### src/rtl/store_buffer.sv
// Store buffer between the pipeline and a single-port data memory: queues stores,
// drains them in program order when the port is free, and forwards to loads.
module store_buffer #(
    parameter int ADDRESS_LINE = 8,
    parameter int DEPTH        = 4
) (
    input  logic                      clock,
    input  logic                      reset,
    // Store handshake: a store is captured on a rising edge where st_valid && st_ready;
    // while st_ready is low the pipeline holds st_address/st_data and retries.
    input  logic                      st_valid,
    input  logic [ADDRESS_LINE-1:0]   st_address,
    input  logic [7:0]                st_data,
    output logic                      st_ready,
    input  logic                      ld_valid,
    input  logic [ADDRESS_LINE-1:0]   ld_address,
    output logic [7:0]                ld_data,
    output logic                      ld_hit,
    output logic [ADDRESS_LINE-1:0]   mem_address,
    output logic [7:0]                mem_write_data,
    output logic                      mem_write,
    output logic                      mem_read,
    input  logic [7:0]                mem_read_data,
    output logic                      empty,
    output logic [$clog2(DEPTH):0]    count
);

    localparam int PTR_W = $clog2(DEPTH);
    localparam int CNT_W = PTR_W + 1;

    logic [ADDRESS_LINE-1:0] entry_address [DEPTH];
    logic [7:0]              entry_data    [DEPTH];
    logic [PTR_W-1:0]        head;
    logic [PTR_W-1:0]        tail;
    logic [CNT_W-1:0]        count_q;
    logic                    push;
    logic                    drain;
    logic [PTR_W-1:0]        idx;
    logic                    fwd_hit;
    logic [7:0]              fwd_data;

    assign st_ready = (count_q != CNT_W'(DEPTH));
    assign push     = st_valid && st_ready;
    // Loads own the port; reset also blocks the drain so no stale write escapes.
    assign drain    = !reset && !ld_valid && (count_q != '0);
    assign empty    = (count_q == '0);
    assign count    = count_q;

    always_ff @(posedge clock) begin
        if (reset) begin
            head    <= '0;
            tail    <= '0;
            count_q <= '0;
        end else begin
            if (drain) head <= head + PTR_W'(1);
            if (push)  tail <= tail + PTR_W'(1);
            case ({push, drain})
                2'b10:   count_q <= count_q + CNT_W'(1);
                2'b01:   count_q <= count_q - CNT_W'(1);
                default: count_q <= count_q;
            endcase
        end
    end

    // Entry storage carries no reset; validity comes only from head/count.
    always_ff @(posedge clock) begin
        if (push && !reset) begin
            entry_address[tail] <= st_address;
            entry_data[tail]    <= st_data;
        end
    end

    always_comb begin
        mem_read       = 1'b0;
        mem_write      = 1'b0;
        mem_address    = '0;
        mem_write_data = '0;
        if (ld_valid) begin
            mem_read    = 1'b1;
            mem_address = ld_address;
        end else if (drain) begin
            mem_write      = 1'b1;
            mem_address    = entry_address[head];
            mem_write_data = entry_data[head];
        end
    end

    // Walk oldest to youngest so the last match (nearest the tail) wins.
    always_comb begin
        fwd_hit  = 1'b0;
        fwd_data = '0;
        idx      = '0;
        for (int i = 0; i < DEPTH; i++) begin
            idx = head + PTR_W'(i);
            if ((CNT_W'(i) < count_q) && (entry_address[idx] == ld_address)) begin
                fwd_hit  = 1'b1;
                fwd_data = entry_data[idx];
            end
        end
    end

    always_comb begin
        ld_hit  = ld_valid && !reset && fwd_hit;
        ld_data = '0;
        if (ld_valid) ld_data = ld_hit ? fwd_data : mem_read_data;
    end

endmodule
### config.mk
export PLATFORM = sky130hd
export DESIGN_NAME = store_buffer
export DESIGN_NICKNAME = d
export VERILOG_FILES = /design/src/rtl/store_buffer.sv
export SDC_FILE = /design/constraint.sdc
export NUM_CORES = 1
export LEC_CHECK = 0
export BUFFER_PORTS_ARGS = -buffer_cell sky130_fd_sc_hd__clkbuf_2
export CORE_ASPECT_RATIO = 1.2
export CORE_MARGIN = 3
export CORE_UTILIZATION = 59
export DETAILED_ROUTE_END_ITERATION = 8
export PLACE_DENSITY = 0.81
export RECOVER_POWER = 50
export SETUP_SLACK_MARGIN = 0.5
export SYNTH_ARGS = -nofsm -noshare
export SYNTH_HDL_FRONTEND = slang
export SYNTH_SLANG_ARGS = --single-unit
### constraint.sdc
create_clock -name clock -period 4.5 [get_ports clock]
set_input_delay 0.675 -clock clock [delete_from_list [all_inputs] [get_ports clock]]
set_output_delay 0.675 -clock clock [all_outputs]
set_load 0.05 [all_outputs]
==> results summary, run 1 <==
The pin count of the biggest net entering global routing is 30. The H-tree was split into 3 levels. The arrival time of the worst setup path is approximately 3300 ps. The total via count after detailed routing came out at about 4100. The library cells used most frequently in the layout, excluding fill and tap cells, are edfxtp_1 (64), mux4_2 (47), clkbuf_2 (44). 0 antenna diodes ended up in the layout. Setup repair after global routing left no endpoint under its margin. For the pin with the worst max-slew slack, the measured transition is 1410 ps. The first-pass GRT wire length is ~21000 microns. The width of the die came out at just over 90 microns. The count of unique library cells instantiated by Yosys is between 60 and 70. The worst register-to-register path ends at count[2]. The number of cell rows came out at 37.

The hold-fix buffer count after cts came out at 0. Setup total negative slack on the finished layout was measured at 0 ps. The area of the die came out at a little over 10000 sq um. The number of instances on the worst hold path is 2.

The mean cell area of the mapped netlist came out at 12.4 sq um. Across every metal layer, demand over resource in global routing totals 0.275. The share of the clock period used by the worst path after layout is 0.878. The worst hold path terminates at tail[1]. Along the worst path, the maximum fanout reaches 19. The post-synthesis cell area is ~5300 sq um.

The clock buffer count from CTS is 9. The clock-pin slew reported for the worst setup and hold paths after clock tree synthesis is roughly 80 ps. The detailed-route wire length per cell is between 20 and 25 microns. The area used by multi-input combinational logic is 3200 sq um. The total overflow reported by the global router is 0. The critical path is of the flop to output port type. In this run the tool buffered the top-level ports with 67 buffer cells. The initial antenna violation count is 0. The number of pins with negative max-slew slack in the final report is 0. The area of the core region is around 8700 sq um. The final total power came out at about 0.0022 W. The floorplan step set the die height to ~110 microns. After the first detailed-routing iteration, the DRC count stood at ~480. The final layout contains routed wiring with a total length of 13900 microns. For this run, the leading register cell type out of synthesis is edfxtp_1. STA classifies the critical path startpoint as a flop. The worst endpoint required time came out at 3830 ps.

On the final layout, the worst hold slack is approximately 500 ps. The post-synthesis sequential element count is 73. The detailed placer's ending HPWL came out at between 9000 and 10000 microns. The number of ports placed on the die boundary came out at 68. The via count of the first global-routing pass is between 3000 and 4000. The cell depth of the worst flop-to-flop path came out at 8. The number of setup violations in the final report came out at 0.

The maximum number of buffers from clock root to sink is 2. The number of max-cap violations came out at 0. STA classifies the critical path endpoint as an output port. The Yosys warning count is 0. The count of fill cells added during filler insertion is ~620. The analysis attributes to cell leakage a power of 2.10 nW. Of all flip-flops after synthesis, the portion carrying an async set or reset was 0. The count of endpoints failing hold in the final timing report is 0. Subtracting the final worst setup slack from the clock period gives around 4000 ps. The register area share after synthesis is 0.393. The area share of the leading cell type in the synthesized netlist is 0.360. Derived from the worst setup path, the maximum achievable clock frequency is 0.253 GHz. The fraction of final layout cells sized beyond drive strength 1 came out at 0.352.

The worst slew slack as a fraction of its limit came out at 0.0593. The total number of nets in the final design is approximately 550. The minimum setup slack among reg-to-reg paths is about 1500 ps.

The worst supply voltage drop on vdd is between 0.2 and 0.3 mV. The worst clock skew is about 12 ps. The path class of the lowest-slack min-delay path is flop to flop. The sequential cells in the finished layout cover a total of 2120 sq um. The worst register-to-register path begins at count[0]. The post-detailed-route via-to-cell ratio came out at 6.60. The flow ran to the end, and the final reports show no timing, DRC or antenna violations. Counting every instance in the synthesized netlist gives about 430. The number of design rule violations left after detail routing is 0.

The clock tree root driver cell is clkbuf_8. The number of enable flip-flop cells after synthesis came out at 64. The starting utilization of the core area came out at 0.614. By area the synthesized netlist is led by edfxtp_1 (36%), mux4_2 (19%), mux2i_1 (6.0%), xnor2_1 (3.9%), dfxtp_1 (3.4%). The placer congestion estimate is approximately 0.94. The least setup slack across all paths after layout came out at approximately 550 ps. The clock sink count came out at 73. Of all cell types, the one taking the most synthesized area is edfxtp_1. The number of antenna-violating nets in the routed design came out at 0. The clock reaches the later pin of the worst-skew pair after 360 ps.

The area growth from synthesis to layout is 17.9%. Leaving out fill and tap cells, the most frequent cell in the layout is edfxtp_1. The worst slack at placement is between 300 and 400 ps.

The total nets after synthesis came out at ~480. The worst hold path begins at tail[1]. TritonCTS built the clock tree. Power spread over the standard cell area amounts to ~350 nW/um^2. The number of detailed-routing iterations run before antenna repair came out at 5. The post-layout utilization of the core is 0.724.
-- per-stage QoR --
| stage | instances | instance area [sq um] |
|---|---|---|
| floorplan | 431 | 5350 |
| global placement | 593 | 5760 |
| detailed placement | 593 | 5760 |
| CTS | 613 | 6020 |
| global route | 628 | 6300 |
| finish | 628 | 6300 |
-- sequential cells by signal, summed over array words and instances, names as in the netlist, named ones only --
| register | count |
|---|---|
| entry_address | 32 |
| head | 2 |
| tail | 2 |
| entry_data | 32 |
| count | 3 |
-- power by group --
part           internal [W]  switching (W)
clock              0.000193       0.000242
combinational      0.000415       0.000537
sequential         0.000776      0.0000468
-- worst max-delay path, stage by stage, from the launching register on --
cell and delay [ps]:
dfxtp_4 410, buf_12 190, mux4_2 570, xnor2_4 200
nand4_1 130, nor2_1 160, nand2_2 140, and3_4 240
or4b_4 530, o21ai_4 180, buf_8 160
-- per-layer routing --
| metal | track usage | share of wire |
|---|---|---|
| met3 | 0.0536 | 0.066 |
| met1 | 0.354 | 0.39 |
| met4 | 0.0984 | 0.033 |
| met5 | 0 | 0 |
| met2 | 0.467 | 0.51 |
-- timing repair --
action	CTS	global route
endpoints found under the setup margin	9	8
resized for setup	15	35
pin swaps	2	10
cloned	0	1
setup buffers	4	14
-- cells by family after synthesis --
kind of cell / synth area share
muxes: 0.265
xor gates and xnor gates: 0.0637
and+or+nand+nor: 0.115
DFF: 0.393
adders and majority gates: 0.0211
buffers and inverters: 0.0407
AOI/OAI and AO/OA: 0.101
-- cell usage after synthesis (2+ instances only) --
cell	number
edfxtp_1	64
mux4_2	46
mux2i_1	32
nand2_1	24
xnor2_1	24
nor2_1	22
clkbuf_1	17
and2_1	14
o21ai_0	14
nand3_1	13
xor2_1	13
a211oi_1	9
dfxtp_1	9
ha_1	9
o211ai_1	9
nor3_1	8
a21oi_1	7
buf_1	7
nand3b_1	7
buf_2	6
inv_1	6
a22o_1	5
buf_6	5
nand4_1	5
and3_1	4
a32o_1	3
mux2_2	3
nor4_1	3
o21ai_1	3
a211o_1	2
and4_1	2
buf_4	2
nand2b_1	2
nor2b_1	2
o2111ai_1	2
or3_1	2
-- worst max path at each step --
| stage | to | from | slack, ps |
|---|---|---|---|
| finish | ld_data[6] | head[1] | 550 |
| detailed placement | ld_data[6] | head[0] | 340 |
| global route | ld_data[5] | head[0] | 430 |
| CTS | ld_data[6] | head[1] | 500 |
| floorplan | ld_data[4] | ld_address[6] | 520 |
| global placement | ld_data[6] | head[0] | 480 |
-- area by class of cell --
type	instances	share of cell area
sequential	73	0.336
timing repair buffer	101	0.103
multi-input combinational	314	0.508
tap	117	0.0232
clock inverter	7	0.00596
clock buffer	9	0.0197
inverter	7	0.00417
Note: power is estimated with default switching activity, not from simulation.
==> run 2: changes to the inputs <==
- clock period: 4.5 -> 4.41 ns (I/O delays scaled with it)
==> results summary, run 2 (synthesis results as in run 1) <==
After layout, the minimum clock period comes to around 3900 ps. The final antenna diode count is 0. The post-detailed-routing wire length came out at approximately 14000 microns. The arrival time of the worst setup path came out at 3190 ps. The largest fanout of any net on the critical path is 8. The number of standard cells in the final layout excluding fillers came out at 632. The number of antenna-violating nets in the routed design is 0. The clock passes through at most 2 buffers. The die is ~110 microns tall. The clock sink count is 73. The count of endpoints failing hold in the final timing report is 0.

Buffers inserted to repair hold after CTS numbered 0. The startpoint identified for the worst hold timing path is tail[1]. The initial antenna violation count came to 0. The most common library cell in the layout ignoring fill and taps is edfxtp_1.

The number of design rule violations left after detail routing came out at 0. The worst hold path belongs to the class flop to flop. The starting utilization of the core area is 0.614. The number of max-cap violations came out at 0. The H-tree level count came out at 3. The run finished with clean final reports. The number of pins with negative max-slew slack in the final report came to 0. The number of ports placed on the die boundary is 68. The worst supply voltage drop on vdd is between 0.2 and 0.3 mV. In this run the worst setup path begins at head[1]. Using the TritonRoute via totals, the vias-per-cell ratio works out to roughly 6.7.

The type of the worst setup path is flop to output port. The final route contains around 4200 vias. During placement, the flow inserted port buffers numbering 67. The number of setup violations in the final report is 0. In the layout the commonest cells are edfxtp_1 (64), mux4_2 (47), clkbuf_2 (38). Clock-pin slew was measured on the worst setup and hold paths at around 80 ps. The count of fill cells added during filler insertion came out at 607. The critical path startpoint category is a flop. The area occupied by registers is 2110 sq um. The number of cell rows came out at 37. Summed over all cells, the static leakage comes to ~2.2 nW. The instance count after placement with tap cells included is approximately 590. The width of the die came out at 92.9 microns. The area used by multi-input combinational logic is 3240 sq um. In the finished design, the share of the clock period the worst path needs comes to 0.874. Entering global routing, the biggest net connects 30 pins. In this run the tightest slew margin relative to its limit is 0.0551. The detailed-route wire length per cell is 22.6 microns. The worst-margin pin slew came out at between 1000 and 1500 ps. The total number of nets in the final design is 555. The clock tree root driver cell is clkbuf_8. The power per cell area is around 370 nW/um^2.

The first TritonRoute pass finished after 5 iterations. The initial DRC count is 400. The clock reaches the later pin of the worst-skew pair after approximately 370 ps. Across every metal layer, demand over resource in global routing totals 0.281.

The first global-routing pass estimated 21500 microns of wire. The worst endpoint required time came out at around 3800 ps. The area of the core region is between 8000 and 9000 sq um. Summing internal, switching and leakage power gives roughly 0.0024 W. The total overflow reported by the global router came out at 0. After layout, the worst setup slack is approximately 560 ps. The aggregate negative setup slack came out at 0 ps. The worst slack on hold paths is 515 ps. The worst setup path is captured at an output port.

At the placement stage, the worst setup path has a slack of roughly 460 ps. The maximum achievable frequency is about 0.26 GHz. On the final layout, the worst clock skew is 14.6 ps. The clock buffer count from CTS came out at 9. The reg-to-reg startpoint is count[0]. TritonCTS built the clock tree.

The via count of the first global-routing pass was between 4000 and 5000. The area of the die came out at just over 10000 sq um. Setup repair after global routing could not meet its margin everywhere. Routability-driven placement finished with a final weighted congestion of 0.905. Relative to the synthesized area, the layout overhead comes to 20.7%.

The detailed placer's ending HPWL is ~9500 microns. The fraction of final layout cells sized beyond drive strength 1 came out at 0.377.
[run 2: area by class of cell]
cell class                      instances  area share
Multi-Input combinational cell        314       0.502
Sequential cell                        73       0.328
Timing Repair Buffer                  105       0.111
Tap cell                              117      0.0227
Clock buffer                            9      0.0192
Clock inverter                          7      0.0130
Inverter                                7     0.00407
[run 2: stage by stage]
step	area, sq um	utilization
CTS	6160	0.708
global route	6450	0.741
global placement	5770	0.663
detailed placement	5770	0.663
floorplan	5360	-
finish	6450	0.741
[run 2: final timing paths]
kind	to	slack (ps)	depth (start not counted)
worst max-delay path	ld_data[6]	560	11
worst min-delay path	tail[1]	510	2
worst max register to register	entry_address[0][1]	1630	6
worst min register to register	tail[1]	510	2
[run 2: routing by layer]
metal | wire, microns | vias to the layer above | part of all wire | global-route usage
met1 | 5470 | 2083 | 0.38 | 0.353
met2 | 7330 | 225 | 0.51 | 0.474
met3 | 873 | 51 | 0.061 | 0.0509
met4 | 629 | 0 | 0.044 | 0.138
met5 | 0 | - | 0 | 0
li1 | - | 1848 | - | -
[run 2: repair_timing]
item	CTS	global route
setup buffers	9	14
gates cloned	1	0
setup endpoints to repair	9	8
gates resized for setup	23	46
pin swaps	2	14
[run 2: worst max-delay path, stage by stage (launching register included)]
cell and delay, ps:
dfxtp_4 380, buf_12 130, buf_6 110, mux4_2 540, xnor2_2 210, nand4_1 120
nor2_2 190, nand2_2 110, and3_4 200, or4b_4 490, o21ai_4 180, buf_8 160
[run 2: where the power goes]
| group | internal [W] | switching [W] | total (W) |
|---|---|---|---|
| combinational | 0.000430 | 0.000550 | 0.000980 |
| clock | 0.000272 | 0.000292 | 0.000564 |
| sequential | 0.000791 | 0.0000461 | 0.000837 |
